<file path="config.mk">
export PLATFORM = sky130hd
export DESIGN_NAME = regfile_wr_ctrl
export DESIGN_NICKNAME = d
export VERILOG_FILES = /design/src/rtl/regfile_pkg.sv /design/src/rtl/rr_arbiter.sv /design/src/rtl/regfile_wr_ctrl.sv
export SDC_FILE = /design/constraint.sdc
export NUM_CORES = 1
export LEC_CHECK = 0
export CORE_UTILIZATION = 39
export CTS_CLUSTER_DIAMETER = 60
export DETAILED_ROUTE_END_ITERATION = 6
export PLACE_DENSITY = 0.8
export SLEW_MARGIN = 20
export SYNTH_ARGS = -nofsm -noshare
export SYNTH_HDL_FRONTEND = slang
export SYNTH_SLANG_ARGS = --single-unit
</file>
<file path="constraint.sdc">
create_clock -name clk -period 1.8 [get_ports clk]
set_input_delay 0.36 -clock clk [delete_from_list [all_inputs] [get_ports clk]]
set_output_delay 0.36 -clock clk [all_outputs]
set_load 0.05 [all_outputs]
</file>
<file path="src/rtl/regfile_pkg.sv">
// Shared constants and FSM state type for the register-file write-port controller.
package regfile_pkg;

  localparam int unsigned ADDR_W   = 5;
  localparam int unsigned DATA_W   = 32;
  localparam int unsigned NUM_REGS = 32;

  typedef enum logic {
    CLEAR,
    RUN
  } rf_ctrl_state_t;

endpackage

</file>
<file path="src/rtl/rr_arbiter.sv">
// Round-robin grant: first asserted request at or above i_ptr, wrapping to 0.
module rr_arbiter #(
  parameter int unsigned NUM_REQ = 2,
  parameter int unsigned IDX_W   = 1
) (
  input  logic [NUM_REQ-1:0] i_req,
  input  logic [IDX_W-1:0]   i_ptr,
  output logic [NUM_REQ-1:0] o_gnt,
  output logic [IDX_W-1:0]   o_idx,
  output logic               o_valid
);

  int unsigned w_j;

  always_comb begin
    o_gnt   = '0;
    o_idx   = '0;
    o_valid = 1'b0;
    w_j     = 0;
    for (int unsigned k = 0; k < NUM_REQ; k++) begin
      w_j = (32'(i_ptr) + k) % NUM_REQ;
      if (!o_valid && i_req[w_j[IDX_W-1:0]]) begin
        o_valid                = 1'b1;
        o_gnt[w_j[IDX_W-1:0]] = 1'b1;
        o_idx                  = w_j[IDX_W-1:0];
      end
    end
  end

endmodule

</file>
<file path="src/rtl/regfile_wr_ctrl.sv">
// Owns the register-file write port: zero sweep after reset/clear, then
// round-robin arbitration between writeback requesters with valid/ready.
module regfile_wr_ctrl #(
  parameter int unsigned NUM_REQ  = 2,
  parameter int unsigned ADDR_W   = regfile_pkg::ADDR_W,
  parameter int unsigned DATA_W   = regfile_pkg::DATA_W,
  parameter int unsigned NUM_REGS = regfile_pkg::NUM_REGS
) (
  input  logic                            clk,
  input  logic                            n_rst,
  input  logic [NUM_REQ-1:0]              req_valid,
  input  logic [NUM_REQ-1:0][ADDR_W-1:0]  req_addr,
  input  logic [NUM_REQ-1:0][DATA_W-1:0]  req_data,
  output logic [NUM_REQ-1:0]              req_ready,
  input  logic                            clear_req,
  output logic                            WE,
  output logic [ADDR_W-1:0]               WA,
  output logic [DATA_W-1:0]               WD,
  output logic                            init_done
);

  import regfile_pkg::*;

  localparam int unsigned IdxW = (NUM_REQ > 1) ? $clog2(NUM_REQ) : 1;

  rf_ctrl_state_t      r_state;
  logic [ADDR_W-1:0]   r_ctr;
  logic [IdxW-1:0]     r_rr_ptr;
  logic                r_we;
  logic [ADDR_W-1:0]   r_wa;
  logic [DATA_W-1:0]   r_wd;
  logic                r_init_done;

  logic [NUM_REQ-1:0]  w_gnt;
  logic [IdxW-1:0]     w_idx;
  logic                w_any;
  logic                w_grant_ok;
  logic                w_hs;
  logic [ADDR_W-1:0]   w_sel_addr;
  logic [DATA_W-1:0]   w_sel_data;
  logic [IdxW-1:0]     w_ptr_next;
  logic                w_sweep_last;

  rr_arbiter #(
    .NUM_REQ (NUM_REQ),
    .IDX_W   (IdxW)
  ) u_rr_arbiter (
    .i_req   (req_valid),
    .i_ptr   (r_rr_ptr),
    .o_gnt   (w_gnt),
    .o_idx   (w_idx),
    .o_valid (w_any)
  );

  // Ready depends only on valids, pointer and state, never on another ready.
  assign w_grant_ok = (r_state == RUN) && !clear_req;
  assign req_ready  = w_grant_ok ? w_gnt : '0;
  assign w_hs       = w_grant_ok && w_any;

  assign w_sel_addr   = req_addr[w_idx];
  assign w_sel_data   = req_data[w_idx];
  assign w_ptr_next   = (w_idx == IdxW'(NUM_REQ - 1)) ? '0 : w_idx + 1'b1;
  assign w_sweep_last = (r_ctr == ADDR_W'(NUM_REGS - 1));

  always_ff @(posedge clk or negedge n_rst) begin
    if (!n_rst) begin
      r_state     <= CLEAR;
      r_ctr       <= '0;
      r_rr_ptr    <= '0;
      r_we        <= 1'b0;
      r_wa        <= '0;
      r_wd        <= '0;
      r_init_done <= 1'b0;
    end else begin
      unique case (r_state)
        CLEAR: begin
          r_we  <= 1'b1;
          r_wa  <= r_ctr;
          r_wd  <= '0;
          r_ctr <= r_ctr + 1'b1;
          if (w_sweep_last) begin
            r_state     <= RUN;
            r_init_done <= 1'b1;
            r_ctr       <= '0;
          end
        end
        RUN: begin
          if (clear_req) begin
            r_state     <= CLEAR;
            r_ctr       <= '0;
            r_init_done <= 1'b0;
            r_we        <= 1'b0;
          end else if (w_hs) begin
            // x0 is hardwired: accept the transfer but suppress the write.
            r_we     <= (w_sel_addr != '0);
            r_wa     <= w_sel_addr;
            r_wd     <= w_sel_data;
            r_rr_ptr <= w_ptr_next;
          end else begin
            r_we <= 1'b0;
          end
        end
        default: r_state <= CLEAR;
      endcase
    end
  end

  assign WE        = r_we;
  assign WA        = r_wa;
  assign WD        = r_wd;
  assign init_done = r_init_done;

  a_ready_onehot0: assert property (@(posedge clk) disable iff (!n_rst) $onehot0(req_ready));
  a_no_ready_clear: assert property (@(posedge clk) disable iff (!n_rst)
                                     (r_state == CLEAR) |-> (req_ready == '0));

endmodule

</file>
### Word level (Yosys, flattened, before mapping)

Index checks and enable logic that the tools add are counted.
W data, S select, Z words.

| cells by class | value |
|---|---|
| add/subtract/negate cells | 3 |
| magnitude comparators | 5 |
| equality and inequality tests | 5 |
| muxes and demuxes | 38 |
| bitwise logic cells | 3 |
| reduce and logical (&&, ||, !) cells | 11 |

Operator list:

| operator | number |
|---|---|
| $mux W32 | 4 |
| $pmux W32 S2 | 1 |
| $mux W5 | 6 |
| $pmux W5 S2 | 2 |
| $mux W1 | 17 |
| $lt A1 B2 Y1 const B | 3 |
| $mux W2 | 3 |
| $ne A2 B2 Y1 const B | 3 |
| $pmux W1 S2 | 3 |
| $add A5 B1 Y5 const B | 1 |
| $eq A5 B5 Y1 const B | 1 |
| $logic_and A1 B1 Y1 | 5 |
| $reduce_bool A5 Y1 | 1 |
| $reduce_and A2 Y1 | 2 |
| $reduce_and A3 Y1 | 1 |
| $add A1 B1 Y1 const B | 2 |
| $demux W1 S1 | 2 |
| $ge A1 B1 Y1 const B | 2 |
| $logic_not A1 Y1 | 2 |
| $ne A2 B1 Y1 const B | 1 |
| $not A1 Y1 | 2 |
| $or A2 B2 Y2 | 1 |

| word-level totals | value |
|---|---|
| register bits | 46 |
| input port bits | 79 |

### Longest topological paths before layout

| logic depth | value |
|---|---|
| depth in word-level cells | 12 |
| gate-level depth with buffers | 6 |
| gate-level depth less buffers | 5 |

### By module

From an unflattened synthesis, not the netlist that was laid out.

| second synthesis, totals | value |
|---|---|
| cell total of the unflattened synthesis | 211 |
| area, all modules | 2498.6 sq um |

Modules (own cells, without submodules):

| module | times used | cells an instance | area each (sq um) | seq. area each (sq um) |
|---|---|---|---|---|
| regfile_wr_ctrl | 1 | 206 | 2466.1 | 1151.1 |
| rr_arbiter | 1 | 5 | 32.5 | 0.0 |

### Least setup slack after synthesis

Ideal clock, no wire load.

| timing path | value |
|---|---|
| path kind | input to output |
| from | input req_valid[1] |
| to | output req_ready[1] |
| arrival time | 1.547 ns |
| required time | 1.440 ns |
| slack | -0.107 ns |
| stages | 5 |
| path buffers | 3 |
| cell sequence | buf_2 nand2_1 buf_6 buf_6 nor2_1 |

| on the way | value |
|---|---|
| longest elaborated chain between the ends | 7 |

Ends and longest elaborated chain:

| item | line | source |
|---|---|---|
| start, declared | regfile_wr_ctrl.sv:11 | `input logic [NUM_REQ-1:0] req_valid,` |
| $mux W1 (not written as such) (2 in series) | rr_arbiter.sv:22 | `if (!o_valid && i_req[w_j[IDX_W-1:0]]) begin` |
| $mux W1 | rr_arbiter.sv:22 |  |
| $logic_not A1 Y1 | rr_arbiter.sv:22 |  |
| $logic_and A1 B1 Y1 | rr_arbiter.sv:22 |  |
| $mux W2 (*) | rr_arbiter.sv:22 |  |
| $mux W2 (*) | regfile_wr_ctrl.sv:57 | `assign req_ready = w_grant_ok ? w_gnt : '0;` |
| end, declared | regfile_wr_ctrl.sv:14 | `output logic [NUM_REQ-1:0] req_ready,` |

Mark *: on every way between the ends. The rest lies on a longest branch, timed or not. The select of a mux whose other input is x is not followed.

### Worst setup path in the final report

| timing path | value |
|---|---|
| from | register r_rr_ptr |
| to | output req_ready[1] |

| on the way | value |
|---|---|
| longest elaborated chain between the ends | 8 |

Ends and longest elaborated chain:

| item | line | source |
|---|---|---|
| start, declared | regfile_wr_ctrl.sv:28 | `logic [IdxW-1:0] r_rr_ptr;` |
| start signal, assigned | regfile_wr_ctrl.sv:98 | `r_rr_ptr <= w_ptr_next;` |
| $add A1 B1 Y1 (tied with other cells) | rr_arbiter.sv:21 | `w_j = (32'(i_ptr) + k) % NUM_REQ;` |
| $lt A1 B2 Y1 (not written as such) (tied with other cells) | rr_arbiter.sv:24 | `o_gnt[w_j[IDX_W-1:0]] = 1'b1;` |
| $logic_and A1 B1 Y1 (not written as such) or $mux W1 (tied branches) | rr_arbiter.sv:24 |  |
| $mux W1 (not written as such) or $demux W1 S1 (tied branches) | n/a |  |
| $demux W1 S1 or $mux W2 (tied branches) | n/a |  |
| $or A2 B2 Y2 (no line) | n/a |  |
| $mux W2 (*) | rr_arbiter.sv:22 |  |
| $mux W2 (*) | regfile_wr_ctrl.sv:57 |  |

Marks and branches as above.

==> key figures <==
Worst setup path
  – Crit path largest cell delay: 0.41 ns
  – Worst Setup End Kind: output pin
  – Largest fanout on the critical path: 6
  – Critical path origin: r_rr_ptr
  – Reg2Reg Setup Slack: 0.23 ns
  – Critical path start-end classification: reg -> out
  – Delay-heaviest family, CP: simple AND/OR/NAND/NOR gates
  – Startpoint Class: flop
  – Crit-path cells: nand2b_1 > nand2_4 > nor2_4 > buf_12
  – Required time worst endpoint: 1.44 ns
  – Reg2reg path depth: 5
  – Crit path arrival time: 1.35 ns
  – R2r startpoint: r_rr_ptr
  – Slowest CP cell: dfrtp_1
  – Crit path buf inv count: 1
  – Worst flop-to-flop path endpoint: WA[3]

Power
  – Switching power: 0.00128 W
  – Net Sw Frac: 36.6%
  – Power after layout: 0.00351 W
  – Power Internal: 0.00222 W
  – Share of power burned in the clock network: 20.3%
  – PwrDens: 952 nW/µm²
  – LEAKAGE: 1.78 nW
  – Combinational power share: 41.2%
  – VDD IR-drop max: 0.751 mV
  – Sequential power share: 38.5%

Global routing
  – Largest net degree at the start of global routing: 50
  – Vias in the first global route: 2189
  – First-pass GRT wire length: 10100 µm
  – Grt total ovfl: 0
  – Overall global routing resource usage: 20.9%
  – Initial antenna violation count: 0

Final layout
  – Share of cells above drive strength 1: 20.3%
  – Post-Layout Inst Area: 3690 µm²
  – Storage cell area: 1150 µm²
  – Multi-input gate area: 1030 µm²
  – P&R area growth vs syn: 63.0%
  – Fin nets: 425
  – Number of inserted diodes: 0
  – Fillers: 476

Floorplanning
  – Die footprint: 6110 µm²
  – Core footprint: 5540 µm²
  – Die X-Extent: 78.2 µm
  – Initial core utilization: 40.8%
  – FP Rows: 27
  – Die Span Y: 78.2 µm
  – Io pins: 120

STA
  – Setup-failing EPs final: 0
  – Worst Skew: 0.00269 ns
  – Tmin final: 1.71 ns
  – Slew margin rel.: 63.3%
  – RSZ-0062 raised after global routing: no
  – Fin. Hold Viols: 0
  – Period utilization: 95.3%
  – Fin. max-slew vios: 0
  – Slew @ Worst Pin: 0.550 ns
  – Final Worst Setup Slack: 0.0854 ns
  – Max Fclk: 583 MHz

Clock tree
  – Total CTS buffers: 5
  – CTS tree: built
  – Clk_lat worst skew: 0.29 ns
  – CTS HTree Levels: 2
  – CTS root buffer: clkbuf_8
  – Max Root-Sink Buffers: 2
  – Reg clk slew, reported paths: 0.08 ns
  – Number of clock sinks: 46

Routing
  – Post-route DRC: 0
  – DR vias: 2131
  – Via/cell ratio: 5.11
  – WL final: 5990 µm
  – Detailed router's first-iteration violation count: 119
  – WL/cell: 14.4 µm
  – 1st-pass router iterations: 4
  – Routed Antenna Nets: 0

Worst hold path
  – Tightest Hold Check Type: in -> async

Synth
  – Post-synth cell types: 30
  – Register area share after synthesis: 50.9%
  – Synth top area share: 50.9%
  – Largest area contributor in the synthesized netlist: dfrtp_1
  – Post-synthesis cell area: 2260 µm²
  – Top cells by area, synth: dfrtp_1 (51%), mux2i_1 (16%), nand3_1 (7.3%)
  – Number of synthesized flops with an enable pin: 0
  – Main synth FF type: dfrtp_1
  – FFs w/ async S/R, synth: 100%
  – Mapped Cells: 220
  – Synth Area per Inst: 10.3 µm²
  – Synth Register Bits: 46
  – YS warnings: 0
  – Post-Syn Nets: 301

Status
  – Status: completed

Placed design
  – Dpl hpwl: 4600 µm
  – Pre-CTS setup slack: -0.164 ns
  – Routability congestion estimate: 0.860
  – Placed cell area: 3550 µm²
  – Port bufs: 119

Flow run
  – Max Cap Violations: 0
layout by cell type, fill, tap and decap left out, drive strengths merged, types with 2 or more instances in the layout:
| cell | Yosys | final |
|---|---|---|
| a22o | 2 | 2 |
| o21ai | 38 | 38 |
| nand2b | 2 | 2 |
| and3 | 2 | 2 |
| a221oi | 4 | 4 |
| nor2 | 14 | 14 |
| nand3 | 33 | 33 |
| o22ai | 2 | 2 |
| or4 | 2 | 2 |
| nand2 | 4 | 4 |
| a21oi | 2 | 2 |
| inv | 5 | 5 |
| mux2i | 36 | 36 |
| clkdlybuf4s50 | 0 | 74 |
| dfrtp | 46 | 46 |
| clkbuf | 8 | 8 |
| buf | 9 | 57 |
| ha | 2 | 2 |
| dlymetal6s2s | 0 | 2 |
cell type report:
class / count / share of cell area (%)
Timing Repair Buffer: 134 / 35.0
Sequential cell: 46 / 31.2
Multi-Input combinational cell: 152 / 27.8
Clock buffer: 8 / 2.99
Tap cell: 72 / 2.44
Inverter: 5 / 0.509
how the worst max path moves through the flow:
| stage | to | slack (ns) | cells past startpoint |
|---|---|---|---|
| detailed placement | WA[3] | -0.16 | 6 |
| floorplan | req_ready[1] | 0.11 | 5 |
| CTS | req_ready[0] | 0.003 | 4 |
| global route | req_ready[1] | 0.02 | 4 |
| global placement | req_ready[0] | -0.02 | 5 |
| finish | req_ready[1] | 0.09 | 4 |
metrics by stage:
step                instances  util (%)  setup TNS, ns  hold WS [ns]
CTS                       417      66.3              0        0.0656
detailed placement        408      64.1         -0.743         0.386
global route              417      66.6              0        0.0777
floorplan                 220         -              0        0.0644
global placement          408      64.1        -0.0167         0.374
finish                    417      66.6              0        0.0453
logic make-up after synthesis:
family	share of synthesized area (%)
compound gates	13.6
xor+xnor	0.774
fa+ha+maj	1.11
buf+inv	4.92
flops	50.9
mux	15.9
simple gates	12.8
routing by layer:
metal	vias up	global-route usage (%)	wire length, µm
met5	-	0	0
met4	0	4.63	19
met3	2	5.58	350
met2	80	36.3	3070
met1	1008	26.0	2550
li1	1041	-	-
power by group through the flow:
stage / Combinational, W / Clock [W] / Sequential [W]
final: 0.00145 / 0.000712 / 0.00135
after global routing: 0.00156 / 0.000779 / 0.00138
after CTS: 0.00145 / 0.000732 / 0.00135
after detailed placement: 0.00144 / 0 / 0.00137
after global placement: 0.00141 / 0 / 0.00135
after floorplan: 0.000580 / 0 / 0.00167
sequential cells by signal (all words and copies together) (netlist names):
name and flops:
r_ctr 5, r_state 1, WA 5, WE 1
init_done 1, r_rr_ptr 1, WD 32
Yosys cell counts (all sizes together) (4+ instances only):
master / n
a221oi: 4
buf: 9
clkbuf: 8
dfrtp: 46
inv: 5
mux2i: 36
nand2: 4
nand3: 33
nor2: 14
o21ai: 38
what timing repair did:
item                       CTS  global route
setup endpoints to repair    2             2
gates cloned                 0             0
hold buffers                 0             0
setup buffers                1             0
resized for setup            2             4
(Power assumes the default switching activity.)
